===== src/rtl/equiv_sweep_ctrl.sv =====
// equiv_sweep_ctrl: exhaustive equivalence sequencer for a canonical/minimised
// combinational block pair. It drives every input combination onto the block
// under test, compares each canonical output with its minimised twin, and
// reports the mismatch count, the first failing vector and its output mask.
//
// Optional build macro: EQUIV_STOP_ON_FAIL_EN
//   When defined, the first mismatch ends the sweep at once. vec then holds
//   the failing vector so it can be inspected on the board LEDs.
//   When undefined, every sweep runs through all 2^W_IN vectors.
//
// SETTLE must be in the range 1..15, which fits the 4-bit settle counter.

module equiv_sweep_ctrl #(
    parameter int unsigned W_IN   = 4,
    parameter int unsigned W_OUT  = 3,
    parameter int unsigned SETTLE = 1
) (
    input  logic              clk,
    input  logic              rst,
    input  logic              start,
    input  logic              abort,
    output logic [W_IN-1:0]   vec,
    input  logic [W_OUT-1:0]  f_ref,
    input  logic [W_OUT-1:0]  f_min,
    output logic              busy,
    output logic              done,
    output logic              pass,
    output logic [W_IN:0]     err_cnt,
    output logic [W_IN-1:0]   first_vec,
    output logic [W_OUT-1:0]  first_mask
);

    localparam int unsigned CW    = 4;
    localparam int unsigned W_CNT = W_IN + 1;

    typedef enum logic [1:0] {
        IDLE = 2'd0,
        RUN  = 2'd1,
        FIN  = 2'd2
    } state_t;

    state_t          state;
    logic [CW-1:0]   cnt;

    logic [W_OUT-1:0] diff_c;
    logic             mismatch_c;
    logic             sample_c;
    logic             last_c;
    logic             first_err_c;

    // Compare terms for the vector currently held on the block under test
    assign diff_c      = f_ref ^ f_min;
    assign mismatch_c  = |diff_c;
    assign sample_c    = (cnt == CW'(SETTLE - 1));
    assign last_c      = (vec == {W_IN{1'b1}});
    assign first_err_c = (err_cnt == '0);

    // Sweep sequencer: state, vector stepping, settle timing and result capture
    always_ff @(posedge clk) begin
        if (rst) begin
            state      <= IDLE;
            cnt        <= '0;
            vec        <= '0;
            busy       <= 1'b0;
            done       <= 1'b0;
            pass       <= 1'b0;
            err_cnt    <= '0;
            first_vec  <= '0;
            first_mask <= '0;
        end else begin
            done <= 1'b0;
            case (state)
                IDLE: begin
                    // start outranks a simultaneous abort here
                    if (start) begin
                        state      <= RUN;
                        cnt        <= '0;
                        vec        <= '0;
                        busy       <= 1'b1;
                        pass       <= 1'b0;
                        err_cnt    <= '0;
                        first_vec  <= '0;
                        first_mask <= '0;
                    end
                end

                RUN: begin
                    if (abort) begin
                        // partial err_cnt / first_* are kept for inspection
                        state <= IDLE;
                        cnt   <= '0;
                        busy  <= 1'b0;
                        pass  <= 1'b0;
                    end else if (sample_c) begin
                        cnt <= '0;
                        if (mismatch_c) begin
                            err_cnt <= err_cnt + W_CNT'(1);
                            if (first_err_c) begin
                                first_vec  <= vec;
                                first_mask <= diff_c;
                            end
                        end
`ifdef EQUIV_STOP_ON_FAIL_EN
                        if (mismatch_c) begin
                            state <= FIN;
                            busy  <= 1'b0;
                            done  <= 1'b1;
                            pass  <= 1'b0;
                        end else if (last_c) begin
                            state <= FIN;
                            busy  <= 1'b0;
                            done  <= 1'b1;
                            pass  <= first_err_c;
                        end else begin
                            vec <= vec + W_IN'(1);
                        end
`else
                        if (last_c) begin
                            // vec holds the last vector rather than wrapping
                            state <= FIN;
                            busy  <= 1'b0;
                            done  <= 1'b1;
                            pass  <= first_err_c && !mismatch_c;
                        end else begin
                            vec <= vec + W_IN'(1);
                        end
`endif
                    end else begin
                        cnt <= cnt + CW'(1);
                    end
                end

                FIN: begin
                    // start and abort are ignored for this single cycle
                    state <= IDLE;
                end

                default: begin
                    state <= IDLE;
                    busy  <= 1'b0;
                end
            endcase
        end
    end

endmodule


===== config.mk =====
export PLATFORM = sky130hd
export DESIGN_NAME = equiv_sweep_ctrl
export DESIGN_NICKNAME = d
export VERILOG_FILES = /design/src/rtl/equiv_sweep_ctrl.sv
export SDC_FILE = /design/constraint.sdc
export NUM_CORES = 1
export LEC_CHECK = 0
export BUFFER_PORTS_ARGS = -buffer_cell sky130_fd_sc_hd__clkbuf_2
export CELL_PAD_IN_SITES_DETAIL_PLACEMENT = 0
export CELL_PAD_IN_SITES_GLOBAL_PLACEMENT = 1
export CORE_MARGIN = 4
export CORE_UTILIZATION = 35
export CTS_CLUSTER_SIZE = 40
export DETAILED_ROUTE_END_ITERATION = 8
export PLACE_DENSITY_LB_ADDON = 0.1
export SLEW_MARGIN = 5
export SYNTH_ARGS = -nofsm -noshare
export SYNTH_HDL_FRONTEND = slang
export SYNTH_SLANG_ARGS = --single-unit
export TNS_END_PERCENT = 1

===== constraint.sdc =====
create_clock -name clk -period 1.4 [get_ports clk]
set_input_delay 0.07 -clock clk [delete_from_list [all_inputs] [get_ports clk]]
set_output_delay 0.07 -clock clk [all_outputs]
set_load 0.005 [all_outputs]

### Word-level counts from Yosys, hierarchy flattened

Cells that the tools add are included.

| word-level totals | value |
|---|---|
| logic and storage cells | 82 |
| register bits after elaboration | 25 |

| operators by class | value |
|---|---|
| equality and inequality tests | 11 |
| add/sub/neg operators | 3 |
| bitwise logic cells | 4 |
| reductions and logical operators | 15 |
| multiplexer cells | 40 |

Operators with widths:

| kind | number |
|---|---|
| two-way mux 4 bit | 10 |
| one-hot mux 4 bit (2 select lines) | 3 |
| two-way mux 5 bit | 4 |
| two-way mux 3 bit | 5 |
| inequality test 2 bit, second input constant | 6 |
| one-hot mux 5 bit (2 select lines) | 1 |
| AND reduction 5 bit | 2 |
| two-way mux 1 bit | 9 |
| adder 4 x 1 -> 4 bit, second input constant | 2 |
| two-way mux 2 bit | 4 |
| AND reduction 4 bit | 2 |
| inequality test 3 bit, second input constant | 2 |
| one-hot mux 3 bit (2 select lines) | 1 |
| AND reduction 6 bit | 1 |
| adder 5 x 1 -> 5 bit, second input constant | 1 |
| logical NOT 5 bit | 1 |
| equality test 4 bit, second input constant | 1 |
| logical NOT 4 bit | 1 |
| one-hot mux 2 bit (2 select lines) | 1 |
| OR reduction 4 bit | 1 |
| NOT 1 bit | 3 |
| one-hot mux 1 bit (3 select lines) | 1 |
| AND reduction 3 bit | 1 |
| OR reduction 3 bit | 1 |
| other kinds (9) | 9 |

### Longest topological paths before layout

Gate-level depths: netlist of run 1.

| logic depth | value |
|---|---|
| depth in word-level cells | 8 |
| mapped depth | 7 |
| depth with buffers taken out | 6 |

### Worst setup path after synthesis of run 1

OpenSTA, ideal clock, no wires.

| timing | value |
|---|---|
| path type | reg2reg |
| from | register err_cnt[0] |
| to | register first_vec[3] |
| period minus slack after synthesis | 1515 ps |
| arrival time | 1398 ps |
| stages on the path, launching flop included | 6 |
| path slack | -115 ps |
| required time | 1283 ps |
| path through | dfxtp_1 > inv_1 > ha_1 > nor4b_1 > a31oi_2 > a22o_1 |

| between the ends | value |
|---|---|
| cells in the longest elaborated chain, start to end | 3 |

RTL lines:

| item | RTL line | RTL |
|---|---|---|
| from (decl) | 28 | `output logic [W_IN:0] err_cnt,` |
| from (signal assigned) | 97 | `err_cnt <= err_cnt + W_CNT'(1);` |
| logical NOT 5 bit | 56 | `assign first_err_c = (err_cnt == '0);` |
| inequality test 2 bit (no line) | -- |  |
| AND reduction 6 bit (no line) | -- |  |
| to (signal assigned) | 99 | `first_vec <= vec;` |
| to (decl) | 29 | `output logic [W_IN-1:0] first_vec,` |

No other way between the ends.
A chain may end at the register's enable or synchronous reset.

### Worst setup path after layout of run 1

| timing | value |
|---|---|
| from | register cnt[0] |
| to | register pass |

| between the ends | value |
|---|---|
| cells in the longest elaborated chain, start to end | 3 |

RTL lines:

| item | RTL line | RTL |
|---|---|---|
| from (decl) | 43 | `logic [CW-1:0] cnt;` |
| from (signal assigned) | 129 | `cnt <= cnt + CW'(1);` |
| logical NOT 4 bit | 54 | `assign sample_c = (cnt == CW'(SETTLE - 1));` |
| inequality test 3 bit (no line) | -- |  |
| AND reduction 4 bit (no line) | -- |  |
| to (signal assigned) | 123 | `pass <= first_err_c && !mismatch_c;` |
| to (decl) | 27 | `output logic pass,` |

No other way between the ends.

==> metrics.yaml, run 1 <==
fin_setup_tns_ns: -0.544
hp-class: "input pin to flop"
synth_top_area_frac: 0.411
syn_avg_cell_area_um2: 9.75
clock_sinks: 25
core_area_um2: 3340
die_h_um: 67.0
violations: "setup timing"
finClkSkew_ns: 0.00875
place_hpwl_mm: 2.47
yosysTopAreaCell: "dfxtp_1"
p_leak_uw: 0.000751
rsz0062_at_grt: "true"
yosysMostFrequentCell: "dfxtp_1"
drive_gt1_frac: 0.473
dr.pass1.iters: 4
busiest_layer: "met2"
instances_no_fill: 228
hold_viol_final: 0
area_delta_synth_final_pct: 40.5
detail_route.wl_per_cell_um: 13.4
critPathLaunchType: "flop"
viasPerCell: 5.05
rows: 21
syn_inst: 125
grt_overflow: 0
cts_tree: "yes"
yosysUniqueCellTypes: 43
start_util: 0.365
grt_pass1_wl_mm: 5.17
fmax_mhz: 673
regArea_um2: 508
final_area_um2: 1710
port-buffer-count: 28
synthTopCellsByArea: "dfxtp_1 41%, ha_1 5.1%, a22o_1 5.0%"
ctsHoldBuffers: 0
ioPinCount: 29
worstPathArrival_ns: 1.73
p_total_uw: 1230
postRouteAntennaNets: 0
vias: 1152
post_dp_cell_area_um2: 1640
ir_drop_v: 0.000345
root_buffer: "clkbuf_4"
critPathKind: "flop to flop"
layout.nets: 198
clk_pin_slew_ns: 0.15
tightest_slew_ns: 0.649
synth_common_cells: "25 x dfxtp_1, 9 x a21oi_1, 7 x a22o_1, 7 x inv_1, 6 x nand3_1"
place_congestion: 0.851
ys_warn_count: 0
htree_num_levels: 1
synthFlopType: "dfxtp_1"
p_per_area_nw_per_um2: 721
place_inst: 224
dieArea_um2: 4490
worst_slack_ns: -0.0860
syn_nets: 140
maxSlewHeadroom: 0.564
slew_violations: 0
finalCritPeriodShare: 1.06
synth_area_um2: 1220
status: "finished with violations"
ys_seq_area_frac: 0.411
multi_input_area_um2: 739
maxCapViolCount: 0
drt_iter0_drc: 25
use_met3: 0.0253
diodes: 0
cts_buffers: 3
grtUsageMet1: 0.190
routed_wl_mm: 3.06
met2_usage: 0.254
finalSetupViolations: 16
grtUsageTotal: 0.151
worstSkewPairLatency_ns: 0.33
cts_buffer_depth: 2
fin_crit_ns: 1.49
antenna_found_initial: 0
ys_ff_latch: 25
fin_hold_ws_ns: 0.0382
cp_data_required_time_ns: 1.64
grt_pass1_vias: 1115
async_flop_share: 0
cts_setup_buffers: 0
fp.dieW_um: 67.0
synth_edf_count: 0
num-fill-cells: 330
endpoint_kind: "flop"
grt_max_degree: 16
drcViolationCount: 0
cp_max_fo: 5
==> layout make-up <==
cell class                      instances  share of cell area
Clock inverter                          1             0.00439
Clock buffer                            3              0.0132
Timing Repair Buffer                   56               0.205
Multi-Input combinational cell         90               0.432
Tap cell                               46              0.0336
Sequential cell                        25               0.297
Inverter                                7              0.0154
==> worst paths after layout <==
kind,end,cells past startpoint,startpoint,slack [ns]
max reg2reg,pass$_SDFFE_PP0P_,6,cnt[0]$_SDFFE_PP0P_,-0.09
max,pass$_SDFFE_PP0P_,6,cnt[0]$_SDFFE_PP0P_,-0.09
min reg2reg,first_vec[1]$_SDFFE_PP0P_,1,first_vec[1]$_SDFFE_PP0P_,0.50
min,vec[2]$_SDFFE_PP0P_,2,rst,0.04
==> worst max-delay path, cell delays in order, from the launching register on <==
cell and delay (ns):
dfxtp_2 0.35, inv_2 0.07, ha_4 0.11, nor3b_4 0.26, a41o_1 0.31, a21oi_1 0.10
a31o_1 0.20
==> layout by cell type, fill, tap and decap left out, types with 5 or more instances in the layout <==
| cell | n |
|---|---|
| nand3_1 | 5 |
| clkbuf_2 | 28 |
| inv_1 | 5 |
| a22o_1 | 7 |
| buf_4 | 28 |
| dfxtp_1 | 21 |
| a21oi_1 | 9 |
==> per-stage QoR <==
step,worst slack (ns),util
after global placement,-0.0878,0.490
after detailed placement,-0.141,0.490
final,-0.0860,0.513
after global routing,-0.208,0.513
after CTS,-0.109,0.508
after floorplan,-0.0537,-
==> registers in the layout (all words and copies together), names as in the netlist <==
register,count
busy,1
cnt,4
done,1
err_cnt,5
first_mask,3
first_vec,4
pass,1
state,2
vec,4
==> what timing repair did <==
| action | 4_1_cts | 5_1_grt |
|---|---|---|
| pin swaps | 6 | 3 |
| gates resized for setup | 7 | 4 |
| endpoints found under the hold margin | 0 | 0 |
| endpoints found under the setup margin | 19 | 21 |
==> cells by family after synthesis <==
logic type / synth area share
buf+inv: 0.0431
mux: 0.00821
flops: 0.411
xor+xnor: 0.0287
compound gates: 0.235
simple gates: 0.223
fa+ha+maj: 0.0513
==> metal layers <==
layer | up-vias | wire length (um) | part of all wire
met1 | 534 | 1430 | 0.47
li1 | 588 | - | -
met4 | 0 | 48 | 0.016
met5 | - | 0 | 0
met2 | 25 | 1460 | 0.48
met3 | 5 | 121 | 0.040
==> power breakdown <==
part / internal [uW] / switching, uW / leakage (uW)
registers: 719 / 6.24 / 0.000204
clock network: 109 / 238 / 0.0000139
logic: 78.2 / 83.5 / 0.000533
total: 906 / 328 / 0.000751
Power figures use the tool's default switching activity.
==> run 2, diff against run 1 <==
--- a/config.mk
+++ b/config.mk
@@ -5,13 +5,13 @@
 export SDC_FILE = /design/constraint.sdc
 export NUM_CORES = 1
 export LEC_CHECK = 0
-export BUFFER_PORTS_ARGS = -buffer_cell sky130_fd_sc_hd__clkbuf_2
 export CELL_PAD_IN_SITES_DETAIL_PLACEMENT = 0
 export CELL_PAD_IN_SITES_GLOBAL_PLACEMENT = 1
 export CORE_MARGIN = 4
-export CORE_UTILIZATION = 35
+export CORE_UTILIZATION = 41
 export CTS_CLUSTER_SIZE = 40
 export DETAILED_ROUTE_END_ITERATION = 8
+export DONT_BUFFER_PORTS = 1
 export PLACE_DENSITY_LB_ADDON = 0.1
 export SLEW_MARGIN = 5
 export SYNTH_ARGS = -nofsm -noshare
==> run 2 against run 1 <==
Sequential share of layout area increased by 2.3 points. Cell count decreased by 18%. The run ends with hold timing, setup timing left. Clock skew decreased by 0.00081 ns. Final area decreased by 7.5%. Setup slack improved by 0.035 ns. Largest cell class unchanged. Clock power decreased by 7.2%. Non-clock buffer count decreased by 27.
==> metrics.yaml, run 2 (synthesis results as in run 1) <==
status: "finished with violations"
violations: "hold timing, setup timing"
combPwrFrac: 0.108  # -0.023
hold_viol_final: 12  # +12
fin_hold_ws_ns: -0.199  # -0.237 ns
antenna_found_initial: 0  # unchanged
crit_slowest_cell: "dfxtp_2"
p_total_uw: 1180  # -4.7%
final_cell_mix: "29 x buf_4, 21 x dfxtp_1, 8 x a21oi_1"
drt_iter0_drc: 27  # +8.0%
dr.pass1.iters: 4  # unchanged
maxSlewHeadroom: 0.707  # +0.143
cts_setup_buffers: 0  # unchanged
drive_gt1_frac: 0.394  # -0.0790
largest_reg_flops: 5  # unchanged
grtUsageTotal: 0.159  # +0.00780
routed_wl_mm: 2.93  # -4.4%
postRouteAntennaNets: 0  # unchanged
detail_route.wl_per_cell_um: 15.7  # +17%
fin_crit_ns: 1.45  # -0.0346 ns
htree_num_levels: 1  # unchanged
cp_max_fo: 6  # +1
final_area_um2: 1580  # -7.5%
p_per_area_nw_per_um2: 743  # +3.0%
root_buffer: "clkbuf_4"
p_sw_uw: 288  # -12%
cts_tree: "yes"
endpoint_kind: "flop"
grt_pass1_vias: 1026  # -8.0%
cp_cell_sequence: "inv_2 -> ha_4 -> nor3b_4 -> nand2_2 -> o311ai_2 -> o31ai_2"
place_inst: 182  # -19%
internal_power_uw: 888  # -2.0%
fmax_mhz: 689  # +2.4%
regMostFlops: "err_cnt"
p_seq_frac: 0.618  # +0.031
place_congestion: 0.783  # -8.0%
final_common_cell: "buf_4"
fp.dieW_um: 62.5  # -6.7%
start_util: 0.434  # +0.0692
rsz0062_at_grt: "true"
slew_violations: 0  # unchanged
clock_sinks: 25  # unchanged
instances_no_fill: 186  # -18%
maxCapViolCount: 0  # unchanged
busiest_layer: "met2"
reg2reg_setup_slack_ns: -0.05  # +0.03 ns
post_dp_cell_area_um2: 1480  # -9.3%
use_met3: 0.0360  # +0.0107
area_delta_synth_final_pct: 29.9
worst-path-buf-inv: 1  # unchanged
port-buffer-count: 0  # -100%
worstPathArrival_ns: 1.65  # -0.08 ns
finalCritPeriodShare: 1.04  # -0.0247
dieArea_um2: 3910  # -13%
grt_overflow: 0  # unchanged
grt_max_degree: 16  # unchanged
layout.nets: 171  # -14%
place_hpwl_mm: 2.23  # -9.6%
num-fill-cells: 271  # -18%
grtUsageMet1: 0.212  # +0.0223
grt_pass1_wl_mm: 5.05  # -2.3%
ir_drop_v: 0.000426  # +23%
drcViolationCount: 0  # unchanged
finClkSkew_ns: 0.00794  # -0.000811 ns
p_sw_frac: 0.245  # -0.0210
vias: 1060  # -8.0%
met2_usage: 0.258  # +0.00433
die_h_um: 62.5  # -6.7%
p_leak_uw: 0.000641  # -15%
cpPeakStageDelay_ns: 0.35  # about the same
cp_top_family: "simple AND/OR/NAND/NOR gates"
hp-class: "input pin to flop"
pwr-share-clk: 0.274  # -0.008
clk_pin_slew_ns: 0.14  # about the same
diodes: 0  # unchanged
worstSkewPairLatency_ns: 0.31  # -0.02 ns
cts_buffers: 3  # unchanged
worst_slack_ns: -0.0514  # +0.0346 ns
core_area_um2: 2810  # -16%
tightest_slew_ns: 0.438  # -0.211 ns
critPathKind: "flop to flop"
critPathLaunchType: "flop"
ioPinCount: 29  # unchanged
cts_buffer_depth: 2  # unchanged
cp_data_required_time_ns: 1.60  # -0.04 ns
rows: 19  # -9.5%
finalSetupViolations: 14  # -2
viasPerCell: 5.70  # +13%
-- run 2: stage by stage --
stage	setup WS, ns	setup TNS (ns)	hold slack, ns	util
after floorplan	-0.0537	-0.458	0.147	-
after global placement	-0.0692	-0.687	0.137	0.529
after detailed placement	-0.110	-1.14	0.139	0.529
after CTS	-0.0603	-0.503	-0.207	0.550
after global routing	-0.178	-2.56	-0.233	0.564
final	-0.0514	-0.466	-0.199	0.564
-- run 2: repair_timing --
item | 4_1_cts | 5_1_grt
hold endpoints to repair | 13 | 14
gates resized for setup | 9 | 7
setup endpoints to repair | 16 | 22
pin swaps | 10 | 9
-- run 2: metal layers --
| metal | wire, um | vias to the layer above |
|---|---|---|
| li1 | - | 535 |
| met1 | 1380 | 501 |
| met2 | 1380 | 22 |
| met3 | 150 | 2 |
| met4 | 19 | 0 |
| met5 | 0 | - |
-- run 2: power by group through the flow --
stage / clock network, uW / registers [uW] / logic [uW]
4_1_cts: 332 / 727 / 123
5_1_grt: 388 / 729 / 140
3_5_place_dp: 0 / 742 / 117
3_3_place_gp: 0 / 742 / 116
6_report: 322 / 727 / 127
2_1_floorplan: 0 / 741 / 84.6
-- run 2: layout make-up --
cell class,count,area (um2),share of cell area
flip-flops and latches,25,505,0.319
well taps,31,38.8,0.0245
inverters,7,26.3,0.0166
repair buffers,29,218,0.138
clock buffers,4,26.3,0.0166
multi-input cells,90,768,0.485
-- run 2: worst paths after layout --
check                              from                 endpoint  cells past startpoint
hold reg to reg   state[0]$_SDFFE_PP0P_      vec[1]$_SDFFE_PP0P_                      2
setup reg to reg    cnt[0]$_SDFFE_PP0P_  err_cnt[4]$_SDFFE_PP0P_                      6
hold / removal                      rst      cnt[0]$_SDFFE_PP0P_                      1
setup / recovery    cnt[0]$_SDFFE_PP0P_  err_cnt[4]$_SDFFE_PP0P_                      6
